$ cat src/rtl/fetch_decode_fsm.sv
// Instruction fetch/decode/dispatch sequencer with a retired-instruction counter.
// Latency: FETCH, WAIT_MEM, DECODE, DISPATCH, then at least two EXEC_WAIT cycles; memory and unit time add to this.
// Backpressure: stalls in WAIT_MEM until memReady and in EXEC_WAIT until the selected unit reports done.
//
// Ports:
//   clk, rst                      clock, asynchronous active-high reset
//   run                           level; allows IDLE -> FETCH and FETCH after retire
//   memRead / memReady / memData  instruction memory request, data-valid, 16-bit word
//   opcode / param1 / param2      latched fields of the current instruction word
//   aluActivate..brActivate       one-cycle dispatch pulse to the selected execution unit
//   aluDone..brDone               level done flags from the execution units
//   halted                        HALT opcode reached; held until reset
//   fault                         execution timeout (only with EXEC_TIMEOUT_EN, else tied 0)
//   instrCount                    saturating retired-instruction count
//
// Build option: define EXEC_TIMEOUT_EN to add an 8-bit execution timeout that
// moves the FSM into FAULT when a unit takes 255 EXEC_WAIT cycles without done.

module fetch_decode_fsm (
    input  logic        clk,
    input  logic        rst,
    input  logic        run,
    output logic        memRead,
    input  logic        memReady,
    input  logic [15:0] memData,
    output logic [3:0]  opcode,
    output logic [5:0]  param1,
    output logic [5:0]  param2,
    output logic        aluActivate,
    output logic        ldActivate,
    output logic        stActivate,
    output logic        brActivate,
    input  logic        aluDone,
    input  logic        ldDone,
    input  logic        stDone,
    input  logic        brDone,
    output logic        halted,
    output logic        fault,
    output logic [15:0] instrCount
);

    typedef enum logic [2:0] {
        IDLE      = 3'd0,
        FETCH     = 3'd1,
        WAIT_MEM  = 3'd2,
        DECODE    = 3'd3,
        DISPATCH  = 3'd4,
        EXEC_WAIT = 3'd5,
        HALT      = 3'd6,
        FAULT     = 3'd7
    } state_t;

    // Execution unit select, one-hot: bit0 ALU, bit1 load, bit2 store, bit3 branch.
    localparam logic [3:0] UNIT_ALU = 4'b0001;
    localparam logic [3:0] UNIT_LD  = 4'b0010;
    localparam logic [3:0] UNIT_ST  = 4'b0100;
    localparam logic [3:0] UNIT_BR  = 4'b1000;

    state_t      state_q, state_d;
    logic [15:0] ir_q, ir_d;
    logic [3:0]  unit_q, unit_d;
    logic        first_q, first_d;
    logic [15:0] count_q, count_d;
`ifdef EXEC_TIMEOUT_EN
    logic [7:0]  tmo_q, tmo_d;
`endif

    logic [3:0]  done_vec;
    logic        sel_done;

    // Only the done line of the dispatched unit is ever looked at.
    assign done_vec = {brDone, stDone, ldDone, aluDone};
    assign sel_done = |(done_vec & unit_q);

    always_comb begin
        state_d = state_q;
        ir_d    = ir_q;
        unit_d  = unit_q;
        first_d = first_q;
        count_d = count_q;
`ifdef EXEC_TIMEOUT_EN
        tmo_d   = tmo_q;
`endif
        case (state_q)
            IDLE: begin
                if (run) begin
                    state_d = FETCH;
                end
            end
            FETCH: begin
                state_d = WAIT_MEM;
            end
            WAIT_MEM: begin
                if (memReady) begin
                    ir_d    = memData;
                    state_d = DECODE;
                end
            end
            DECODE: begin
                state_d = DISPATCH;
                case (ir_q[15:12])
                    4'hC:    unit_d = UNIT_LD;
                    4'hD:    unit_d = UNIT_ST;
                    4'hE:    unit_d = UNIT_BR;
                    4'hF: begin
                        unit_d  = 4'b0000;
                        state_d = HALT;
                    end
                    default: unit_d = UNIT_ALU;
                endcase
            end
            DISPATCH: begin
                first_d = 1'b1;
                state_d = EXEC_WAIT;
`ifdef EXEC_TIMEOUT_EN
                tmo_d   = 8'd0;
`endif
            end
            EXEC_WAIT: begin
                // The unit's done may still be high from its previous job in
                // the first cycle after the pulse, so that cycle never retires.
                first_d = 1'b0;
                if (!first_q && sel_done) begin
                    count_d = (count_q == 16'hFFFF) ? count_q : count_q + 16'd1;
                    state_d = run ? FETCH : IDLE;
                end
`ifdef EXEC_TIMEOUT_EN
                else begin
                    tmo_d = tmo_q + 8'd1;
                    if (tmo_q == 8'd254) begin
                        state_d = FAULT;
                    end
                end
`endif
            end
            HALT: begin
                state_d = HALT;
            end
            FAULT: begin
                state_d = FAULT;
            end
            default: begin
                state_d = IDLE;
            end
        endcase
    end

    always_ff @(posedge clk or posedge rst) begin
        if (rst) begin
            state_q <= IDLE;
            ir_q    <= 16'h0000;
            unit_q  <= 4'b0000;
            first_q <= 1'b0;
            count_q <= 16'h0000;
`ifdef EXEC_TIMEOUT_EN
            tmo_q   <= 8'd0;
`endif
        end else begin
            state_q <= state_d;
            ir_q    <= ir_d;
            unit_q  <= unit_d;
            first_q <= first_d;
            count_q <= count_d;
`ifdef EXEC_TIMEOUT_EN
            tmo_q   <= tmo_d;
`endif
        end
    end

    // Outputs decode from registered state only, so reset clears them at once.
    assign memRead     = (state_q == FETCH) || (state_q == WAIT_MEM);
    assign aluActivate = (state_q == DISPATCH) && unit_q[0];
    assign ldActivate  = (state_q == DISPATCH) && unit_q[1];
    assign stActivate  = (state_q == DISPATCH) && unit_q[2];
    assign brActivate  = (state_q == DISPATCH) && unit_q[3];
    assign halted      = (state_q == HALT);
`ifdef EXEC_TIMEOUT_EN
    assign fault       = (state_q == FAULT);
`else
    assign fault       = 1'b0;
`endif
    assign opcode      = ir_q[15:12];
    assign param1      = ir_q[11:6];
    assign param2      = ir_q[5:0];
    assign instrCount  = count_q;

endmodule

$ cat config.mk
export PLATFORM = sky130hd
export DESIGN_NAME = fetch_decode_fsm
export DESIGN_NICKNAME = d
export VERILOG_FILES = /design/src/rtl/fetch_decode_fsm.sv
export SDC_FILE = /design/constraint.sdc
export NUM_CORES = 1
export LEC_CHECK = 0
export ABC_AREA = 1
export CORE_AREA = 8 8 92 73
export CTS_CLUSTER_SIZE = 12
export DETAILED_ROUTE_END_ITERATION = 8
export DIE_AREA = 0 0 100 81
export GPL_TIMING_DRIVEN = 0
export PLACE_DENSITY = 0.73
export SLEW_MARGIN = 20
export SYNTH_ARGS = -nofsm -noshare
export SYNTH_HDL_FRONTEND = slang
export SYNTH_SLANG_ARGS = --single-unit
$ cat constraint.sdc
create_clock -name clk -period 2.1 [get_ports clk]
set_input_delay 0.21 -clock clk [delete_from_list [all_inputs] [get_ports clk]]
set_output_delay 0.21 -clock clk [all_outputs]
set_load 0.02 [all_outputs]
==> results of run 1 <==
worst max path at each step:
stage                endpoint     startpoint  cells after the start
2_1_floorplan   instrCount[0]  instrCount[0]                      9
3_3_place_gp   instrCount[12]            rst                      2
3_5_place_dp    instrCount[4]  instrCount[0]                      9
4_1_cts           aluActivate     state_q[0]                      4
5_1_grt                halted     state_q[0]                      4
6_report               halted     state_q[0]                      4
worst max-delay path, delay by kind of cell, from the launching register on:
kind / cells / cell delay (ns)
flops: 1 / 0.45
buf+inv: 2 / 0.65
simple gates: 2 / 0.28
cell families after synthesis:
family / share of synthesized area [%]
AOI/OAI and AO/OA: 3.59
xor gates and xnor gates: 5.20
adders and majority gates: 0.619
buffers and inverters: 4.95
DFF: 49.5
muxes: 8.35
other: 0.185
and+or+nand+nor: 27.6
metal layers:
metal	global-route usage, %	vias up
met5	0	-
met1	16.5	813
li1	-	874
met3	4.36	2
met2	20.9	30
met4	2.71	0
metrics by stage:
step,area (µm²),utilization [%]
5_1_grt,2870,54.8
6_report,2870,54.8
4_1_cts,2860,54.6
3_5_place_dp,2750,52.6
2_1_floorplan,2020,-
3_3_place_gp,2730,52.1
final cells by class:
type	instances	share of cell area, %
inverter	16	2.09
clock buffer	6	2.53
multi-input combinational	170	32.1
timing repair buffer	62	22.5
tap	75	3.27
sequential	40	34.9
buffer	5	1.39
clock inverter	2	1.22
sequential cells by signal, summed over array words and instances, names as in the netlist, named ones only:
name        flops
state_q         2
instrCount     16
ir_q           16
unit_q          4
first_q         1
cells in the mapped netlist (all sizes together):
cell / n / area [µm²]
nand2: 87 / 332
dfrtp: 40 / 1000
nor2: 26 / 103
inv: 16 / 60.1
mux2: 15 / 169
nand3: 11 / 65.1
xnor2: 6 / 52.6
xor2: 6 / 52.6
buf: 5 / 40.0
o21ai: 5 / 36.3
nand3b: 3 / 22.5
nand4: 2 / 12.5
o32ai: 2 / 17.5
a21oi: 1 / 5.00
a31oi: 1 / 6.26
conb: 1 / 3.75
ha: 1 / 12.5
nor3: 1 / 16.3
nor3b: 1 / 7.51
o211ai: 1 / 7.51
power by group:
group	internal [mW]	switching [mW]
Sequential	0.770	0
Clock	0.353	0.254
Combinational	0.0447	0.0248
repair_timing:
action,4_1_cts,5_1_grt
endpoints found under the setup margin,1,4
pin swaps,0,0
gates resized for setup,1,4
==> metrics, run 1 <==
reg2reg end=instrCount[4]; dpl cells=368; TritonCTS clock tree=yes; Final Hold Fails=0; post-CTS setup repair buffer count=0; Hold WS=0.255 ns; Overflow after GRT=0; commonest cells after routing, fill and taps aside=85 x nand2_1, 56 x clkdlybuf4s50_1, 40 x dfrtp_1; Setup WS pre-CTS=0.293 ns; RSZ-0062 raised after global routing=no; Max stage delay on crit path=0.59 ns; Arrival @ worst endpoint=1.66 ns; Multi-input gate area=921 µm²; drt first pass iters=4; Final WS setup=0.231 ns; initial DRC count=75; fillers=493; P_leak=1.46 nW; final worst path period need=1.87 ns; status=complete, no violations; Max Cap Viol=0; Yosys warning count=0; Antenna Cells=0; skew final=0.00718 ns; Clock Latency Late Sink=0.28 ns; Initial Util=38.6%; CTS buffer count=5; Synth Cell Area=0.00202 mm²; crit path capture type=primary output; die extent in x=100 µm; crit path max fanout=7; Mapped Cells=231; Area growth, synth to finish=42.0%; post-synthesis sequential area ratio=49.5%; DRT antenna net count=0; GPL Wtd Cong=0.848; largest net degree at the start of global routing=23; Routed WL=4.90 mm; most common cell after layout, fill and taps aside=nand2_1; Fin Setup TNS=0 ns; clk sinks=40; IO Pins=63; clk buf depth=2; Hold Crit Class=input pin to async pin; Crit Path Class=register to primary output; CP max stage cell=clkdlybuf4s50_1; average cell area after synthesis=8.75 µm²; vias in the first global route=1,674; worst-path cell chain=nor2_2 -> nand2_1 -> inv_1 -> clkdlybuf4s50_1; top routing layer in use=met4; CP required=1.89 ns; FF-to-FF setup slack=0.29 ns; drt via density=4.57; distinct cell type count of the synthesized netlist=28; CTS clk-pin slew, worst paths=0.08 ns; Reg2Reg Launch Point=instrCount[0]; met3 WL=319 µm; Pwr Total=1.45 mW; full die area=0.00810 mm²; Max Clock Freq=535 MHz; flops & latches, synth=40; # setup viols final=0; drt drc=0; syn nets=256; period utilisation layout=89.0%; wire length on met2=2.34 mm; HPWL after DPL=3.92 mm; routed len/inst=13.0 µm; initial antenna violation count=0; via count=1,719; share of layout cells above drive strength 1=7.97%; Non-Filler Instances=376; Final Slew Violations=0; Peak supply drop=0.349 mV; FF/Latch Area=0.00100 mm²; WL met1=2.21 mm; R2R depth=9; Chip Height=81 µm; Startpoint Class=register; Clock Tree Root=clkbuf_8; core area=0.00524 mm²; I/O Buffers=61; net total in the final layout=325; Rows=23; htree depth=2; P per Cell Area=504 mW/mm²; total track usage=12.9%; global-route wire length before repair=8.42 mm; Post-CTS Hold Fix Bufs=0
Note: power is estimated with default switching activity, not from simulation.
==> inputs of run 2 (changes only) <==
Settings changed: CAP_MARGIN from default to 40, HOLD_SLACK_MARGIN from default to 0.03.
==> metrics, run 2 (same netlist as run 1, synthesis figures left out) <==
CTS clk-pin slew, worst paths=0.08 ns (about the same); vias in the first global route=1,674 (unchanged); Peak supply drop=0.349 mV (unchanged); share of layout cells above drive strength 1=7.97% (unchanged); global-route wire length before repair=8.42 mm (unchanged); Finished Cell Area=0.00287 mm² (unchanged); CP required=1.89 ns (about the same); Clock Latency Late Sink=0.28 ns (about the same); CTS buffer count=5 (unchanged); grt met2 use=20.9% (unchanged); full die area=0.00810 mm² (unchanged); Startpoint Class=register; IO Pins=63 (unchanged); Fin Setup TNS=0 ns (unchanged); initial DRC count=75 (unchanged); Switching Fraction=19.3% (unchanged); FF-to-FF setup slack=0.29 ns (about the same); GR peak layer=met2; Routed WL=4.90 mm (unchanged); routed len/inst=13.0 µm (unchanged); DRT antenna net count=0 (unchanged); net total in the final layout=325 (unchanged); P per Cell Area=504 mW/mm² (unchanged); period utilisation layout=89.0% (unchanged); core area=0.00524 mm² (unchanged); Arrival @ worst endpoint=1.66 ns (about the same); clk sinks=40 (unchanged); P_sw=0.279 mW (unchanged); met1 Usage GRT=16.5% (unchanged); drt drc=0 (unchanged); htree depth=2 (unchanged); # setup viols final=0 (unchanged); post-CTS setup repair buffer count=0 (unchanged); Chip Height=81 µm (unchanged); Reg2Reg Launch Point=instrCount[0]; commonest cells after routing, fill and taps aside=85 x nand2_1, 56 x clkdlybuf4s50_1, 40 x dfrtp_1; Hold Crit Class=input pin to async pin; Final Hold Fails=0 (unchanged); Post-CTS Hold Fix Bufs=0 (unchanged); HPWL after DPL=3.92 mm (unchanged); most common cell after layout, fill and taps aside=nand2_1; R2R depth=9 (unchanged); crit path max fanout=7 (unchanged); Final WS setup=0.231 ns (unchanged); Non-Filler Instances=376 (unchanged); dpl cells=368 (unchanged); drt via density=4.57 (unchanged); total track usage=12.9% (unchanged); Clock power frac=42.0% (about the same); via count=1,719 (unchanged); Setup WS pre-CTS=0.293 ns (unchanged); initial antenna violation count=0 (unchanged); drt first pass iters=4 (unchanged); placed inst area=0.00275 mm² (unchanged); largest net degree at the start of global routing=23 (unchanged); Comb power frac=4.8% (about the same); final worst path period need=1.87 ns (unchanged); Max Cap Viol=0 (unchanged); part of the power in registers=53.2% (about the same); crit path capture type=primary output; Initial Util=38.6% (unchanged); CTS resizes=1 (unchanged); die extent in x=100 µm (unchanged); status=complete, no violations; Max Clock Freq=535 MHz (unchanged); TritonCTS clock tree=yes; Final Slew Violations=0 (unchanged); Overflow after GRT=0 (unchanged); clk buf depth=2 (unchanged); GPL Wtd Cong=0.848 (unchanged); Antenna Cells=0 (unchanged); skew final=0.00718 ns (unchanged); RSZ-0062 raised after global routing=no; P_leak=1.46 nW (unchanged); reg2reg end=instrCount[4]; Area growth, synth to finish=42.0% (unchanged); P_int=1.17 mW (unchanged); I/O Buffers=61 (unchanged); Rows=23 (unchanged); Crit Path Class=register to primary output; Clock Tree Root=clkbuf_8; grt met3 use=4.36% (unchanged)
==> run 2: worst max path at each step <==
| stage | from | end | slack, ns |
|---|---|---|---|
| finish | state_q[0] | halted | 0.23 |
| global route | state_q[0] | halted | 0.13 |
| CTS | state_q[0] | aluActivate | 0.004 |
| detailed placement | instrCount[0] | instrCount[4] | 0.29 |
| global placement | rst | instrCount[12] | 0.05 |
| floorplan | instrCount[0] | instrCount[0] | 0.37 |
==> run 2: per-layer routing <==
metal  part of all wire, %  wire length (µm)
met5                     0                 0
met4                  0.63                31
met3                   6.5               319
met2                    48              2340
met1                    45              2210
==> run 2: power groups by stage <==
stage	registers [mW]	logic (mW)	clock network (mW)
CTS	0.769	0.0716	0.636
global placement	0.785	0.0633	0
global route	0.769	0.0767	0.666
finish	0.770	0.0694	0.607
floorplan	0.785	0.0164	0
detailed placement	0.785	0.0714	0
==> run 2: cell type report <==
class / count / area, µm²
fill: 493 / 2370
sequential: 40 / 1000
multi-input combinational: 170 / 921
timing repair buffer: 62 / 647
tap: 75 / 93.8
clock buffer: 6 / 72.6
inverter: 16 / 60.1
buffer: 5 / 40.0
clock inverter: 2 / 35.0
==> run 2: metrics by stage <==
stage / hold slack (ns) / util [%] / power [mW]
2_1_floorplan: 0.342 / - / 0.801
3_3_place_gp: 0.472 / 52.1 / 0.848
3_5_place_dp: 0.484 / 52.6 / 0.856
4_1_cts: 0.261 / 54.6 / 1.48
5_1_grt: 0.301 / 54.8 / 1.51
6_report: 0.255 / 54.8 / 1.45
==> run 2: worst max-delay path: stages (launching register included) <==
cell and delay (ns):
dfrtp_1 0.45, nor2_2 0.19, nand2_1 0.09, inv_1 0.06, clkdlybuf4s50_1 0.59
==> inputs of run 3 (changes only) <==
==> constraint.sdc (replaced) <==
create_clock -name clk -period 2.1 [get_ports clk]
set_input_delay 0.315 -clock clk [delete_from_list [all_inputs] [get_ports clk]]
set_output_delay 0.315 -clock clk [all_outputs]
set_load 0.02 [all_outputs]
==> metrics, run 3 (same netlist as run 1, synthesis figures left out) <==
status=complete, no violations; drt first pass iters=4 (unchanged); FF-to-FF setup slack=0.29 ns (about the same); period utilisation layout=94.0% (+5.0 points); Final WS setup=0.126 ns (-0.105 ns); routed len/inst=13.0 µm (-0.18%); I/O Buffers=61 (unchanged); final core occ=54.5% (-0.29 points); Max Clock Freq=507 MHz (-5.3%); Hold WS=0.360 ns (+0.105 ns); Arrival @ worst endpoint=1.66 ns (about the same); placed inst area=0.00275 mm² (unchanged); Startpoint Class=register; Reg2Reg Launch Point=instrCount[0]; largest net degree at the start of global routing=23 (unchanged); reg2reg end=instrCount[4]; initial antenna violation count=0 (unchanged); Max Cap Viol=0 (unchanged); Pwr Total=1.45 mW (about the same); Area growth, synth to finish=41.2%; full die area=0.00810 mm² (unchanged); CP max stage cell=clkdlybuf4s50_1; total track usage=12.9% (unchanged); DRT antenna net count=0 (unchanged); worst-path cell chain=nor2_2 -> nand2_1 -> inv_1 -> clkdlybuf4s50_1; Peak supply drop=0.349 mV (about the same); CP startpoint=state_q[0]; final worst path period need=1.97 ns (+0.105 ns); HPWL after DPL=3.92 mm (unchanged); Routed WL=4.89 mm (-0.18%); clk sinks=40 (unchanged); Final Hold Fails=0 (unchanged); GPL Wtd Cong=0.848 (unchanged); Hold Crit Class=input pin to async pin; CTS clk-pin slew, worst paths=0.08 ns (about the same); most common cell after layout, fill and taps aside=nand2_1; global-route wire length before repair=8.42 mm (unchanged); crit path max fanout=7 (unchanged); Clock Tree Root=clkbuf_8; via count=1,721 (+0.12%); Max stage delay on crit path=0.59 ns (about the same); Overflow after GRT=0 (unchanged); Initial Util=38.6% (unchanged); post-CTS setup repair buffer count=0 (unchanged); Chip Height=81 µm (unchanged); IO Pins=63 (unchanged); # setup viols final=0 (unchanged); commonest cells after routing, fill and taps aside=85 x nand2_1, 56 x clkdlybuf4s50_1, 40 x dfrtp_1; CP Buf/Inv Count=2 (unchanged); Antenna Cells=0 (unchanged); crit path capture type=primary output; Post-CTS Hold Fix Bufs=0 (unchanged); clk buf depth=2 (unchanged); drt drc=0 (unchanged); P per Cell Area=506 mW/mm² (+0.52%); core area=0.00524 mm² (unchanged); WP depth=4 (unchanged); skew final=0.00717 ns (-0.0000117 ns); Final Slew Violations=0 (unchanged); critical path endpoint=halted; P_leak=1.40 nW (-3.8%); TritonCTS clock tree=yes; Crit Path Class=register to primary output; share of layout cells above drive strength 1=7.97% (unchanged); Clock Latency Late Sink=0.28 ns (about the same); Setup WS pre-CTS=0.212 ns (-0.0816 ns); Finished Cell Area=0.00286 mm² (-0.52%); Crit path max-delay family=buffers and inverters; net total in the final layout=325 (unchanged); R2R depth=9 (unchanged); CP required=1.78 ns (-0.11 ns); CTS resizes=5 (+4); drt via density=4.58 (+0.12%); htree depth=2 (unchanged); CTS buffer count=5 (unchanged); vias in the first global route=1,674 (unchanged); initial DRC count=72 (-4.0%); RSZ-0062 raised after global routing=no; die extent in x=100 µm (unchanged); Rows=23 (unchanged)
==> run 3: per-layer routing <==
| layer | up-vias | GRT usage, % | share of wire (%) |
|---|---|---|---|
| li1 | 873 | - | - |
| met1 | 813 | 16.5 | 45 |
| met2 | 33 | 20.9 | 48 |
| met3 | 2 | 4.36 | 6.9 |
| met4 | 0 | 2.71 | 0.63 |
| met5 | - | 0 | 0 |
==> run 3: worst min-delay path by stage <==
stage          startpoint        to  slack, ns  depth (start not counted)
2_1_floorplan  memData[0]   ir_q[0]       0.45                          1
3_3_place_gp      ir_q[3]   ir_q[3]       0.47                          1
3_5_place_dp     ir_q[11]  ir_q[11]       0.48                          1
4_1_cts               rst   ir_q[2]       0.37                          2
5_1_grt               rst   ir_q[2]       0.41                          2
6_report              rst   ir_q[2]       0.36                          2
==> run 3: layout make-up <==
| cell class | count | area [µm²] |
|---|---|---|
| plain buffers | 5 | 40.0 |
| clock buffers | 6 | 72.6 |
| clock inverters | 2 | 35.0 |
| fillers | 494 | 2380 |
| inverters | 16 | 60.1 |
| multi-input cells | 170 | 921 |
| flip-flops and latches | 40 | 1000 |
| well taps | 75 | 93.8 |
| repair buffers | 62 | 632 |
==> run 3: power by group <==
part / switching (mW) / internal (mW) / leakage (nW)
clock: 0.254 / 0.353 / 0.0552
sequential: 0 / 0.770 / 0.543
combinational: 0.0247 / 0.0447 / 0.806
==> run 3: stage by stage <==
step / cells / setup TNS (ns)
finish: 376 / 0
global route: 376 / 0
CTS: 376 / 0
detailed placement: 368 / 0
global placement: 367 / -2.30
floorplan: 231 / 0
